===== src/rtl/fft4_frame_ctrl_pkg.sv =====
// Shared definitions for the 4-point DFT frame controller:
// FSM state encoding and the bin-index width.
package fft4_frame_ctrl_pkg;

  localparam int IDX_W = 2;

  typedef enum logic [1:0] {
    LOAD = 2'd0,
    CALC = 2'd1,
    OUT  = 2'd2
  } state_t;

endpackage


===== src/rtl/fft4_frame_ctrl_butterfly.sv =====
// Combinational 4-point DFT butterfly.
// Samples are sign-extended by two bits first, so no sum can overflow.
module fft4_butterfly #(
  parameter int N = 8
) (
  input  logic [N-1:0] f0,
  input  logic [N-1:0] f1,
  input  logic [N-1:0] f2,
  input  logic [N-1:0] f3,
  output logic [N+1:0] y0_re,
  output logic [N+1:0] y0_im,
  output logic [N+1:0] y1_re,
  output logic [N+1:0] y1_im,
  output logic [N+1:0] y2_re,
  output logic [N+1:0] y2_im,
  output logic [N+1:0] y3_re,
  output logic [N+1:0] y3_im
);

  logic        [N-1:0] f_arr [4];
  logic signed [N+1:0] e     [4];

  assign f_arr[0] = f0;
  assign f_arr[1] = f1;
  assign f_arr[2] = f2;
  assign f_arr[3] = f3;

  genvar gi;
  generate
    for (gi = 0; gi < 4; gi++) begin : g_ext
      assign e[gi] = {{2{f_arr[gi][N-1]}}, f_arr[gi]};
    end
  endgenerate

  // Twiddles of a 4-point DFT are only +-1 and +-j, so every bin is adds/subtracts.
  assign y0_re = e[0] + e[1] + e[2] + e[3];
  assign y0_im = '0;
  assign y1_re = e[0] - e[2];
  assign y1_im = e[3] - e[1];
  assign y2_re = e[0] - e[1] + e[2] - e[3];
  assign y2_im = '0;
  assign y3_re = e[0] - e[2];
  assign y3_im = e[1] - e[3];

endmodule


===== src/rtl/fft4_frame_ctrl.sv =====
// Frame sequencer around the 4-point butterfly: loads four samples over a
// valid/ready stream, latches the eight butterfly outputs, then streams the
// four complex bins out over a second valid/ready stream.
module fft4_frame_ctrl
  import fft4_frame_ctrl_pkg::*;
#(
  parameter int N     = 8,
  parameter int CNT_W = 16
) (
  input  logic             clk,
  input  logic             rst_n,
  input  logic [N-1:0]     in_data,
  input  logic             in_valid,
  output logic             in_ready,
  output logic [N+1:0]     out_re,
  output logic [N+1:0]     out_im,
  output logic [IDX_W-1:0] out_idx,
  output logic             out_last,
  output logic             out_valid,
  input  logic             out_ready,
  output logic             busy,
  output logic [CNT_W-1:0] frame_cnt
);

  state_t state_reg, state_next;

  logic [IDX_W-1:0] cnt_reg;
  logic [N-1:0]     samp_reg   [4];
  logic [N+1:0]     res_re_reg [4];
  logic [N+1:0]     res_im_reg [4];
  logic [N+1:0]     bf_re      [4];
  logic [N+1:0]     bf_im      [4];

  logic [N+1:0]     out_re_reg, out_im_reg;
  logic [IDX_W-1:0] out_idx_reg, idx_next;
  logic             out_last_reg, out_valid_reg;
  logic [CNT_W-1:0] frame_cnt_reg;

  logic in_fire, out_fire, calc_now, frame_done;

  fft4_butterfly #(.N(N)) u_bfly (
    .f0    (samp_reg[0]),
    .f1    (samp_reg[1]),
    .f2    (samp_reg[2]),
    .f3    (samp_reg[3]),
    .y0_re (bf_re[0]),
    .y0_im (bf_im[0]),
    .y1_re (bf_re[1]),
    .y1_im (bf_im[1]),
    .y2_re (bf_re[2]),
    .y2_im (bf_im[2]),
    .y3_re (bf_re[3]),
    .y3_im (bf_im[3])
  );

  assign calc_now   = (state_reg == CALC);
  assign idx_next   = out_idx_reg + 2'd1;
  assign frame_done = out_fire && (out_idx_reg == 2'd3);

  // State register.
  always_ff @(posedge clk) begin
    if (!rst_n) state_reg <= LOAD;
    else        state_reg <= state_next;
  end

  // Next-state decode plus handshake/busy outputs derived from the current state.
  always_comb begin
    state_next = state_reg;
    in_ready   = 1'b0;
    busy       = 1'b0;
    in_fire    = 1'b0;
    out_fire   = 1'b0;
    case (state_reg)
      LOAD: begin
        in_ready = 1'b1;
        in_fire  = in_valid;
        busy     = (cnt_reg != '0);
        if (in_fire && cnt_reg == 2'd3) state_next = CALC;
      end
      CALC: begin
        busy       = 1'b1;
        state_next = OUT;
      end
      OUT: begin
        busy     = 1'b1;
        out_fire = out_valid_reg && out_ready;
        if (out_fire && out_idx_reg == 2'd3) state_next = LOAD;
      end
      default: state_next = LOAD;
    endcase
  end

  // Sample buffer: write at the running count; the 2-bit count wraps to 0 after the 4th sample.
  always_ff @(posedge clk) begin
    if (!rst_n) begin
      cnt_reg <= '0;
      for (int i = 0; i < 4; i++) samp_reg[i] <= '0;
    end else if (in_fire) begin
      samp_reg[cnt_reg] <= in_data;
      cnt_reg           <= cnt_reg + 2'd1;
    end
  end

  genvar gi;
  generate
    for (gi = 0; gi < 4; gi++) begin : g_res
      // Capture bin gi from the butterfly during the single CALC cycle.
      always_ff @(posedge clk) begin
        if (!rst_n) begin
          res_re_reg[gi] <= '0;
          res_im_reg[gi] <= '0;
        end else if (calc_now) begin
          res_re_reg[gi] <= bf_re[gi];
          res_im_reg[gi] <= bf_im[gi];
        end
      end
    end
  endgenerate

  // Output bin registers; bin 0 comes straight from the butterfly so OUT starts valid.
  always_ff @(posedge clk) begin
    if (!rst_n) begin
      out_valid_reg <= 1'b0;
      out_idx_reg   <= '0;
      out_last_reg  <= 1'b0;
      out_re_reg    <= '0;
      out_im_reg    <= '0;
    end else if (calc_now) begin
      out_valid_reg <= 1'b1;
      out_idx_reg   <= '0;
      out_last_reg  <= 1'b0;
      out_re_reg    <= bf_re[0];
      out_im_reg    <= bf_im[0];
    end else if (out_fire) begin
      if (out_idx_reg == 2'd3) begin
        out_valid_reg <= 1'b0;
        out_last_reg  <= 1'b0;
      end else begin
        out_idx_reg  <= idx_next;
        out_last_reg <= (idx_next == 2'd3);
        out_re_reg   <= res_re_reg[idx_next];
        out_im_reg   <= res_im_reg[idx_next];
      end
    end
  end

  // Completed-frame counter, bumped when bin 3 is taken; wraps silently.
  always_ff @(posedge clk) begin
    if (!rst_n)          frame_cnt_reg <= '0;
    else if (frame_done) frame_cnt_reg <= frame_cnt_reg + 1'b1;
  end

  assign out_re    = out_re_reg;
  assign out_im    = out_im_reg;
  assign out_idx   = out_idx_reg;
  assign out_last  = out_last_reg;
  assign out_valid = out_valid_reg;
  assign frame_cnt = frame_cnt_reg;

endmodule


===== config.mk =====
export PLATFORM = sky130hd
export DESIGN_NAME = fft4_frame_ctrl
export DESIGN_NICKNAME = d
export VERILOG_FILES = /design/src/rtl/fft4_frame_ctrl_pkg.sv /design/src/rtl/fft4_frame_ctrl_butterfly.sv /design/src/rtl/fft4_frame_ctrl.sv
export SDC_FILE = /design/constraint.sdc
export NUM_CORES = 1
export LEC_CHECK = 0
export ABC_AREA = 1
export BUFFER_PORTS_ARGS = -buffer_cell sky130_fd_sc_hd__buf_2
export CELL_PAD_IN_SITES_DETAIL_PLACEMENT = 0
export CELL_PAD_IN_SITES_GLOBAL_PLACEMENT = 1
export CORE_MARGIN = 5
export CORE_UTILIZATION = 45
export DETAILED_ROUTE_END_ITERATION = 8
export GPL_TIMING_DRIVEN = 0
export PLACE_DENSITY_LB_ADDON = 0.1
export SETUP_SLACK_MARGIN = 0.15
export SYNTH_ARGS = -nofsm -noshare
export SYNTH_HDL_FRONTEND = slang
export SYNTH_HIERARCHICAL = 1
export SYNTH_SLANG_ARGS = --single-unit

===== constraint.sdc =====
create_clock -name clk -period 4.65 [get_ports clk]
set_input_delay 1.395 -clock clk [delete_from_list [all_inputs] [get_ports clk]]
set_output_delay 1.395 -clock clk [all_outputs]
set_load 0.02 [all_outputs]

==> results of run 1 <==
-- power by group through the flow --
stage	Combinational (uW)	Sequential [uW]	Clock (uW)
after floorplan	2630	2170	0
after detailed placement	3700	2120	0
final	3680	2090	1390
after global routing	4260	2130	1480
after CTS	3720	2090	1410
after global placement	3670	2120	0
-- cell usage after synthesis, types with 3 or more instances --
| library cell | number |
|---|---|
| nand3_1 | 75 |
| nand2_2 | 4 |
| o21bai_1 | 4 |
| edfxtp_1 | 112 |
| ha_1 | 59 |
| nor2_1 | 168 |
| nand2_1 | 302 |
| buf_4 | 37 |
| o21a_1 | 3 |
| a21oi_1 | 46 |
| nor2_2 | 5 |
| buf_6 | 3 |
| xor2_1 | 18 |
| dfxtp_1 | 44 |
| o21ai_2 | 6 |
| clkbuf_1 | 20 |
| fa_1 | 37 |
| o21ai_0 | 11 |
| inv_1 | 240 |
| a21oi_2 | 21 |
| inv_2 | 7 |
| nand4_1 | 7 |
| buf_2 | 6 |
| nand3_2 | 4 |
-- per-layer routing --
layer  up-vias  GRT usage, %  wire length, um
li1       3999             -                -
met1      3389          25.8            10900
met2       143          31.3            11100
met3        27          2.77              962
met4         0          5.01              369
met5         -             0                0
-- cell families after synthesis --
group	count (synthesis)	share of synthesized area, %
compound gates	94	5.80
fa+ha+maj	96	14.5
simple gates	574	23.1
other cells	1	0.0368
flops	156	41.6
xor+xnor	20	1.72
buf+inv	316	13.3
-- area by class of cell --
class                   count  area [um^2]
clock inverters            12          124
inverters                 248          931
fillers                  2276        11000
well taps                 285          357
flip-flops and latches    156         4240
multi-input cells         804         4680
clock buffers              20          458
repair buffers             54          293
plain buffers              68          424
-- worst max path at each step --
stage	cells after the start	endpoint	slack [ps]
final	16	out_re[9]	1350
after global routing	16	out_re[7]	1080
after global placement	3	res_im_reg[3][6]	930
after CTS	16	out_re[9]	1350
after detailed placement	16	out_re[9]	1360
after floorplan	2	res_im_reg[0][0]	1720
-- per-stage QoR --
step | instance area, um^2 | power (uW) | utilization, % | hold slack [ps]
2_1_floorplan | 10300 | 4800 | - | 491
3_3_place_gp | 10900 | 5790 | 48.4 | 456
3_5_place_dp | 10900 | 5820 | 48.6 | 462
4_1_cts | 11500 | 7230 | 51.1 | 473
5_1_grt | 11500 | 7870 | 51.1 | 495
6_report | 11500 | 7150 | 51.1 | 465
-- worst max-delay path: stages (launching register included) --
cell and delay [ps]:
edfxtp_1 470, inv_1 150, fa_1 530, inv_1 50
fa_1 460, ha_1 240, fa_1 410, nand3_1 100
nand2_1 120, nand2_1 110, nand2_1 50, nand2_1 50
nand2_1 50, inv_1 160, a21oi_1 90, nand2_1 110
a21oi_2 30
-- placed cells by master, fill, tap and decap left out, drive strengths merged --
cell type and instances:
nor3b 1, ha 59, o21bai 4, inv 253
bufinv 1, fa 37, buf 102, o21a 3
clkbuf 40, xor2 18, clkinv 5, o21ai 19
a21oi 67, nor3 3, dfxtp 44, conb 20
xnor2 2, nor2 175, edfxtp 112, nand3 79
or2 2, nand2 306, clkinvlp 1, a211oi 1
nand4 8
==> results.sh, run 1 <==
export IMPL_route_detailed_wl_per_inst_um=14.1
export IMPL_dieArea_um2=25800
export IMPL_fin_crit_ps=3300
export IMPL_diodes=0
export IMPL_cts_setup_buffers=0
export IMPL_synth_flop_cell="edfxtp_1"
export IMPL_routabilityCongestion=0.848
export IMPL_firstDrtPassIters=5
export IMPL_cp_max_fo=4
export IMPL_status="completed"
export IMPL_grt_max_degree=56
export IMPL_drt_iter0_markers=464
export IMPL_min_delay_start="out_last"
export IMPL_powerDensity_nw_per_um2=622
export IMPL_syn_avg_cell_area_um2=8.12
export IMPL_holdPathStages=2
export IMPL_rows=55
export IMPL_maxSlewViolCount=0
export IMPL_drt_wl_total_um=23300
export IMPL_grt_total_usage_pct=18.8
export IMPL_rsz0062_at_grt="no"
export IMPL_route_vias_total=7558
export IMPL_vias_per_cell=4.59
export IMPL_final_setup_skew_ps=11.2
export IMPL_hold_viol_final=0
export IMPL_synth_cell_types=37
export IMPL_post_route_period_util_pct=71.0
export IMPL_async_flop_share_pct=0
export IMPL_hp_class="reg2reg"
export IMPL_clock_sinks=156
export IMPL_clk_latency_ps=420
export IMPL_antenna_found_initial=0
export IMPL_p_leak_uw=0.00564
export IMPL_synth_top_cell_area_share_pct=33.0
export IMPL_internal_power_uw=4010
export IMPL_synth_edff_count=112
export IMPL_synthCells=1257
export IMPL_timing_rr_start="samp_reg[1][1]"
export IMPL_chipWidth_um=161
export IMPL_core_area_um2=22500
export IMPL_r2r_end="out_re[9]"
export IMPL_nNetsFinal=1457
export IMPL_ff2ff_setup_slack_ps=1350
export IMPL_dp_hpwl_um=18500
export IMPL_clk_path_buf_depth=2
export IMPL_switchingPower_uw=3140
export IMPL_slew_limit_headroom_pct=34.6
export IMPL_critPathLaunch="samp_reg[1][1]"
export IMPL_grt_overflow=0
export IMPL_cts_tree="yes"
export IMPL_crit_type="reg2reg"
export IMPL_setup_ws_ps=1350
export IMPL_setup_tns_ps=0
export IMPL_cts_buffers=17
export IMPL_fmax_mhz=303
export IMPL_drive_gt1_share_pct=13.4
export IMPL_cts_hold_buf=0
export IMPL_first_global_vias=7452
export IMPL_p_seq_share_pct=29.2
export IMPL_power_frac_comb_pct=51.4
export IMPL_ctsResizeCount=0
export IMPL_endpoint_kind="flip-flop"
export IMPL_worst_pin_slew_ps=971
export IMPL_finalSetupViolCount=0
export IMPL_worst_setup_hold_path_clk_slew_ps=70
export IMPL_yosysWarnings=6
export IMPL_grt_pass1_wl_um=38700
export IMPL_final_cells=1647
export IMPL_min_to="out_last"
export IMPL_antenna_left=0
export IMPL_synth_top_cells_by_area="edfxtp_1, nand2_1, inv_1, dfxtp_1, fa_1"
export IMPL_power_clock_fraction_pct=19.4
export IMPL_drcViolationCount=0
export IMPL_pin_count=54
export IMPL_placed_cells=1615
export IMPL_peakVddDrop_mv=0.286
export IMPL_synthToLayoutAreaGrowth_pct=12.8
export IMPL_cp_arrival_ps=3610
export IMPL_cts_root_buf="clkbuf_16"
export IMPL_max_cap_violations=0
export IMPL_start_util_pct=45.3
export IMPL_yosysSeqAreaShare_pct=41.6
export IMPL_post_place_ws_ps=1360
export IMPL_fp_dieH_um=161
export IMPL_required_ps=4960
export IMPL_p_sw_share_pct=43.9
export IMPL_portBuffers=53
export IMPL_yosysTopAreaCell="edfxtp_1"
export IMPL_startpoint_type="flip-flop"
export IMPL_postSynthRegisterBits=156
export IMPL_reg2regPathDepth=16
export IMPL_htree_levels=4
export IMPL_synth_area_um2=10200
(Power assumes the default switching activity.)
==> run 2, diff against run 1 <==
--- a/config.mk
+++ b/config.mk
@@ -10,7 +10,7 @@
 export CELL_PAD_IN_SITES_DETAIL_PLACEMENT = 0
 export CELL_PAD_IN_SITES_GLOBAL_PLACEMENT = 1
 export CORE_MARGIN = 5
-export CORE_UTILIZATION = 45
+export CORE_UTILIZATION = 43
 export DETAILED_ROUTE_END_ITERATION = 8
 export GPL_TIMING_DRIVEN = 0
 export PLACE_DENSITY_LB_ADDON = 0.1
==> constraint.sdc (replaced) <==
create_clock -name clk -period 2.94 [get_ports clk]
set_input_delay 0.882 -clock clk [delete_from_list [all_inputs] [get_ports clk]]
set_output_delay 0.882 -clock clk [all_outputs]
set_load 0.02 [all_outputs]
==> results.sh, run 2 (synthesis results as in run 1) <==
export IMPL_status="finished with violations"
export IMPL_failed_checks="negative setup slack"
export IMPL_min_delay_start="out_last"
export IMPL_crit_type="reg2reg"
export IMPL_grt_total_usage_pct=19.2
export IMPL_timing_rr_start="samp_reg[0][1]"
export IMPL_diodes=0
export IMPL_endpoint_kind="flip-flop"
export IMPL_drcViolationCount=0
export IMPL_p_sw_share_pct=44.3
export IMPL_grt_overflow=0
export IMPL_hp_class="reg2reg"
export IMPL_fp_dieH_um=164
export IMPL_switchingPower_uw=5810
export IMPL_dp_hpwl_um=18800
export IMPL_core_area_um2=23400
export IMPL_synthToLayoutAreaGrowth_pct=21.5
export IMPL_final_setup_skew_ps=10.5
export IMPL_powerDensity_nw_per_um2=1060
export IMPL_min_to="out_last"
export IMPL_peakVddDrop_mv=0.449
export IMPL_worst_setup_hold_path_clk_slew_ps=70
export IMPL_ff2ff_setup_slack_ps=-2
export IMPL_holdPathStages=2
export IMPL_clock_sinks=156
export IMPL_routabilityCongestion=0.834
export IMPL_worst_pin_slew_ps=668
export IMPL_pin_count=54
export IMPL_drt_iter0_markers=464
export IMPL_hold_viol_final=0
export IMPL_reg2regPathDepth=14
export IMPL_portBuffers=53
export IMPL_chipWidth_um=164
export IMPL_antenna_left=0
export IMPL_required_ps=3110
export IMPL_critPathMaxStageDelay_ps=540
export IMPL_cp_arrival_ps=3120
export IMPL_maxSlewViolCount=0
export IMPL_slew_limit_headroom_pct=55.5
export IMPL_power_frac_comb_pct=58.2
export IMPL_drive_gt1_share_pct=24.0
export IMPL_vias_per_cell=4.51
export IMPL_worstPathCellList="inv_2 -> fa_1 -> inv_1 -> fa_1 -> ha_2 -> fa_2 -> nand3_2 -> nand2_4 -> nand3_2 -> nand2_1 -> nand2_1 -> nand2_2 -> inv_2 -> nor2_1"
export IMPL_clk_path_buf_depth=2
export IMPL_final_cells=1733
export IMPL_fmax_mhz=340
export IMPL_dieArea_um2=26900
export IMPL_fin_hold_ws_ps=468
export IMPL_htree_levels=4
export IMPL_firstDrtPassIters=5
export IMPL_grt_max_degree=63
export IMPL_cp_num_buf_inv=3
export IMPL_start_util_pct=43.6
export IMPL_first_global_vias=7703
export IMPL_power_clock_fraction_pct=16.7
export IMPL_internal_power_uw=7320
export IMPL_rows=56
export IMPL_post_route_period_util_pct=100
export IMPL_mostFrequentLayoutCells="nand2_1, inv_1, nor2_1"
export IMPL_finalSetupViolCount=1
export IMPL_antenna_found_initial=0
export IMPL_placed_cells=1649
export IMPL_setup_tns_ps=-1.75
export IMPL_slowest_stage="fa_1"
export IMPL_nNetsFinal=1509
export IMPL_fin_crit_ps=2940
export IMPL_grt_pass1_wl_um=40100
export IMPL_drt_wl_total_um=24700
export IMPL_cts_buffers=17
export IMPL_cts_root_buf="clkbuf_16"
export IMPL_cp_max_fo=3
export IMPL_route_detailed_wl_per_inst_um=14.2
export IMPL_startpoint_type="flip-flop"
export IMPL_cpLargestDelayFamily="adder cells"
export IMPL_clk_latency_ps=440
export IMPL_final_common_cell="nand2_1"
export IMPL_cts_tree="yes"
export IMPL_r2r_end="res_re_reg[0][7]"
export IMPL_route_vias_total=7818
export IMPL_max_cap_violations=0
export IMPL_p_leak_uw=0.00593
export IMPL_setup_ws_ps=-1.75
export IMPL_p_seq_share_pct=25.1
export IMPL_rsz0062_at_grt="yes"
-- run 2: final cells by class --
cell class | count | area [um^2]
clock buffer | 18 | 450
fill | 2291 | 11000
timing repair buffer | 106 | 713
multi-input combinational | 804 | 5100
sequential | 156 | 4240
tap | 319 | 399
buffer | 68 | 424
inverter | 248 | 936
clock inverter | 14 | 124
-- run 2: power by group through the flow --
stage / Clock, uW / Sequential (uW) / Combinational (uW)
3_5_place_dp: 0 / 3350 / 5870
3_3_place_gp: 0 / 3360 / 5830
4_1_cts: 2250 / 3300 / 6810
5_1_grt: 2340 / 3370 / 8590
6_report: 2190 / 3300 / 7640
2_1_floorplan: 0 / 3430 / 4180
-- run 2: worst max path at each step --
| stage | from | endpoint | slack (ps) | depth (start not counted) |
|---|---|---|---|---|
| detailed placement | samp_reg[1][1] | out_re[9] | -220 | 16 |
| floorplan | samp_reg[1][1] | res_re_reg[0][7] | 170 | 14 |
| global placement | rst_n | res_im_reg[3][6] | -260 | 3 |
| finish | samp_reg[0][1] | res_re_reg[0][7] | -2 | 14 |
| CTS | samp_reg[3][0] | res_re_reg[2][8] | 2 | 14 |
| global route | samp_reg[1][0] | out_re[7] | -140 | 15 |
-- run 2: metal layers --
metal / track usage (%) / share of wire [%]
met1: 25.7 / 47
met2: 31.8 / 48
met3: 4.02 / 3.7
met4: 5.15 / 1.4
met5: 0 / 0
-- run 2: worst register-to-register path, stage by stage, from the launching register on --
cell and delay [ps]:
edfxtp_1 410, inv_2 70, fa_1 540, inv_1 50, fa_1 450, ha_2 220, fa_2 380, nand3_2 100
nand2_4 80, nand3_2 100, nand2_1 50, nand2_1 70, nand2_2 50, inv_2 80, nor2_1 40
-- run 2: per-stage QoR --
stage                     area (um^2)  setup WS, ps  utilization [%]  total power (uW)
after floorplan                 10300           173                -              7600
after global placement          10900          -262             46.8              9180
after detailed placement        11000          -223             46.9              9230
after CTS                       12000          1.76             51.4             12400
after global routing            12400          -144             53.0             14300
final                           12400         -1.75             53.0             13100
-- run 2: what timing repair did --
item / CTS / global route
hold buffers: 0 / 0
pin swaps: 24 / 48
endpoints found under the setup margin: 21 / 26
gates resized for setup: 62 / 60
buffers inserted: 28 / 24
==> run 3, diff against run 2 <==
--- a/config.mk
+++ b/config.mk
@@ -5,12 +5,12 @@
 export SDC_FILE = /design/constraint.sdc
 export NUM_CORES = 1
 export LEC_CHECK = 0
-export ABC_AREA = 1
 export BUFFER_PORTS_ARGS = -buffer_cell sky130_fd_sc_hd__buf_2
 export CELL_PAD_IN_SITES_DETAIL_PLACEMENT = 0
 export CELL_PAD_IN_SITES_GLOBAL_PLACEMENT = 1
 export CORE_MARGIN = 5
-export CORE_UTILIZATION = 43
+export CORE_UTILIZATION = 45
+export CTS_CLUSTER_SIZE = 25
 export DETAILED_ROUTE_END_ITERATION = 8
 export GPL_TIMING_DRIVEN = 0
 export PLACE_DENSITY_LB_ADDON = 0.1
==> results.sh, run 3 <==
export IMPL_htree_levels=4
export IMPL_clk_path_buf_depth=2
export IMPL_peakVddDrop_mv=0.436
export IMPL_use_met1_pct=26.7
export IMPL_worst_pin_slew_ps=1020
export IMPL_mostFrequentLayoutCells="edfxtp_1, and3_1, buf_4"
export IMPL_final_cells=1292
export IMPL_dieArea_um2=24500
export IMPL_final_setup_skew_ps=8.67
export IMPL_antenna_left=0
export IMPL_hold_viol_final=0
export IMPL_grt_max_degree=73
export IMPL_post_place_ws_ps=-795
export IMPL_netlist_top_cells_count="edfxtp_1, and3_1, inv_1"
export IMPL_pin_count=54
export IMPL_rows=53
export IMPL_cts_tree="yes"
export IMPL_required_ps=3120
export IMPL_first_global_vias=6641
export IMPL_synth_cell_types=64
export IMPL_rsz0062_at_grt="yes"
export IMPL_portBuffers=52
export IMPL_fmax_mhz=285
export IMPL_cts_root_buf="clkbuf_16"
export IMPL_firstDrtPassIters=5
export IMPL_vias_per_cell=5.11
export IMPL_cp_max_fo=2
export IMPL_status="finished with violations"
export IMPL_diodes=0
export IMPL_fp_dieH_um=156
export IMPL_placed_cells=1214
export IMPL_nNetsFinal=1112
export IMPL_worst_setup_hold_path_clk_slew_ps=60
export IMPL_antenna_found_initial=0
export IMPL_core_area_um2=21100
export IMPL_route_detailed_wl_per_inst_um=18.2
export IMPL_cts_buffers=17
export IMPL_use_met3_pct=3.29
export IMPL_drive_gt1_share_pct=29.1
export IMPL_drcViolationCount=0
export IMPL_synthToLayoutAreaGrowth_pct=21.7
export IMPL_routabilityCongestion=0.817
export IMPL_setup_ws_ps=-575
export IMPL_crit_type="reg2reg"
export IMPL_yosysMostFrequentCell="edfxtp_1"
export IMPL_max_cap_violations=0
export IMPL_route_vias_total=6608
export IMPL_synth_area_um2=9650
export IMPL_fin_crit_ps=3510
export IMPL_failed_checks="negative setup slack"
export IMPL_start_util_pct=45.8
export IMPL_dp_hpwl_um=17500
export IMPL_synth_flop_cell="edfxtp_1"
export IMPL_yosysSeqAreaShare_pct=44.0
export IMPL_grt_pass1_wl_um=36900
export IMPL_syn_avg_cell_area_um2=11.1
export IMPL_synth_top_cells_by_area="edfxtp_1, dfxtp_1, fa_1, ha_1, and3_1"
export IMPL_powerDensity_nw_per_um2=593
export IMPL_chipWidth_um=156
export IMPL_top_usage_layer="met2"
export IMPL_endpoint_kind="flip-flop"
export IMPL_clock_sinks=156
export IMPL_drt_wl_total_um=23500
export IMPL_cts_hold_buf=0
export IMPL_synth_edff_count=112
export IMPL_p_leak_uw=0.00516
export IMPL_utilization_pct=55.7
export IMPL_grt_total_usage_pct=19.8
export IMPL_yosysWarnings=6
export IMPL_cp_arrival_ps=3690
export IMPL_finalSetupViolCount=18
export IMPL_synthCells=867
export IMPL_maxSlewViolCount=0
export IMPL_slew_limit_headroom_pct=31.1
export IMPL_hp_class="reg2reg"
export IMPL_grtUsageMet2_pct=34.0
export IMPL_startpoint_type="flip-flop"
export IMPL_post_route_period_util_pct=120
export IMPL_yosysTopAreaCell="edfxtp_1"
export IMPL_drt_iter0_markers=353
export IMPL_grt_overflow=0
export IMPL_clk_latency_ps=430
export IMPL_synth_top_cell_area_share_pct=34.8
export IMPL_postSynthRegisterBits=156
export IMPL_final_common_cell="edfxtp_1"
export IMPL_async_flop_share_pct=0
## run 3: cell type report
class	count	area (um^2)
fillers	1904	9340
multi-input cells	571	5160
flip-flops and latches	156	4240
repair buffers	99	682
clock buffers	22	475
plain buffers	75	444
well taps	275	344
inverters	84	315
clock inverters	10	88.8
## run 3: logic make-up (layout without fill, tap and decap cells)
family | count (synthesis) | in the layout | synth area share [%]
multiplexers | 22 | 22 | 4.87
flip-flops | 156 | 156 | 44.0
AO/OA/AOI/OAI | 136 | 136 | 9.40
other | 1 | 20 | 0.0388
XOR/XNOR | 44 | 44 | 3.99
buffers and inverters | 159 | 290 | 7.78
AND/OR/NAND/NOR | 253 | 253 | 14.6
adder cells (fa/ha/maj) | 96 | 96 | 15.3
## run 3: critical path, stage by stage (launching register included)
cell,delay (ps)
edfxtp_1,480
inv_2,120
fa_1,420
inv_1,90
fa_2,430
ha_2,210
fa_2,350
a21o_1,210
a2111oi_4,410
o21bai_2,90
a21oi_2,160
xnor2_2,130
and3_1,170
## run 3: per-layer routing
metal  vias to the layer above  share of wire [%]
met2                       111                 50
met5                         -                  0
met4                         0               0.96
met1                      3215                 46
li1                       3262                  -
met3                        20                3.2
## run 3: repair_timing
action / in CTS / in global routing
pin swaps: 39 / 36
endpoints found under the hold margin: 0 / 0
endpoints found under the setup margin: 23 / 37
buffers inserted: 31 / 15
resized for setup: 56 / 38
## run 3: where the power goes
group / leakage, uW / switching, uW / internal [uW]
Sequential: 0.00151 / 54.5 / 2440
Clock: 0.000284 / 897 / 1240
Combinational: 0.00336 / 1210 / 1120
## run 3: worst paths after layout
path	from	to	slack (ps)	depth (start not counted)
setup / recovery	samp_reg[2][1]	res_re_reg[0][9]	-570	12
setup reg to reg	samp_reg[2][1]	res_re_reg[0][9]	-570	12
hold reg to reg	frame_cnt[15]	frame_cnt[15]	490	2
hold / removal	frame_cnt[15]	frame_cnt[15]	490	2
## run 3: per-stage QoR
step / power, uW / hold slack [ps] / TNS (ps) / instance area [um^2]
finish: 6970 / 488 / -5120 / 11800
global route: 7290 / 520 / -6680 / 11800
CTS: 6750 / 487 / -3690 / 11500
detailed placement: 4260 / 472 / -8130 / 10400
global placement: 4260 / 467 / -62620 / 10400
floorplan: 3780 / 488 / -1010 / 9810
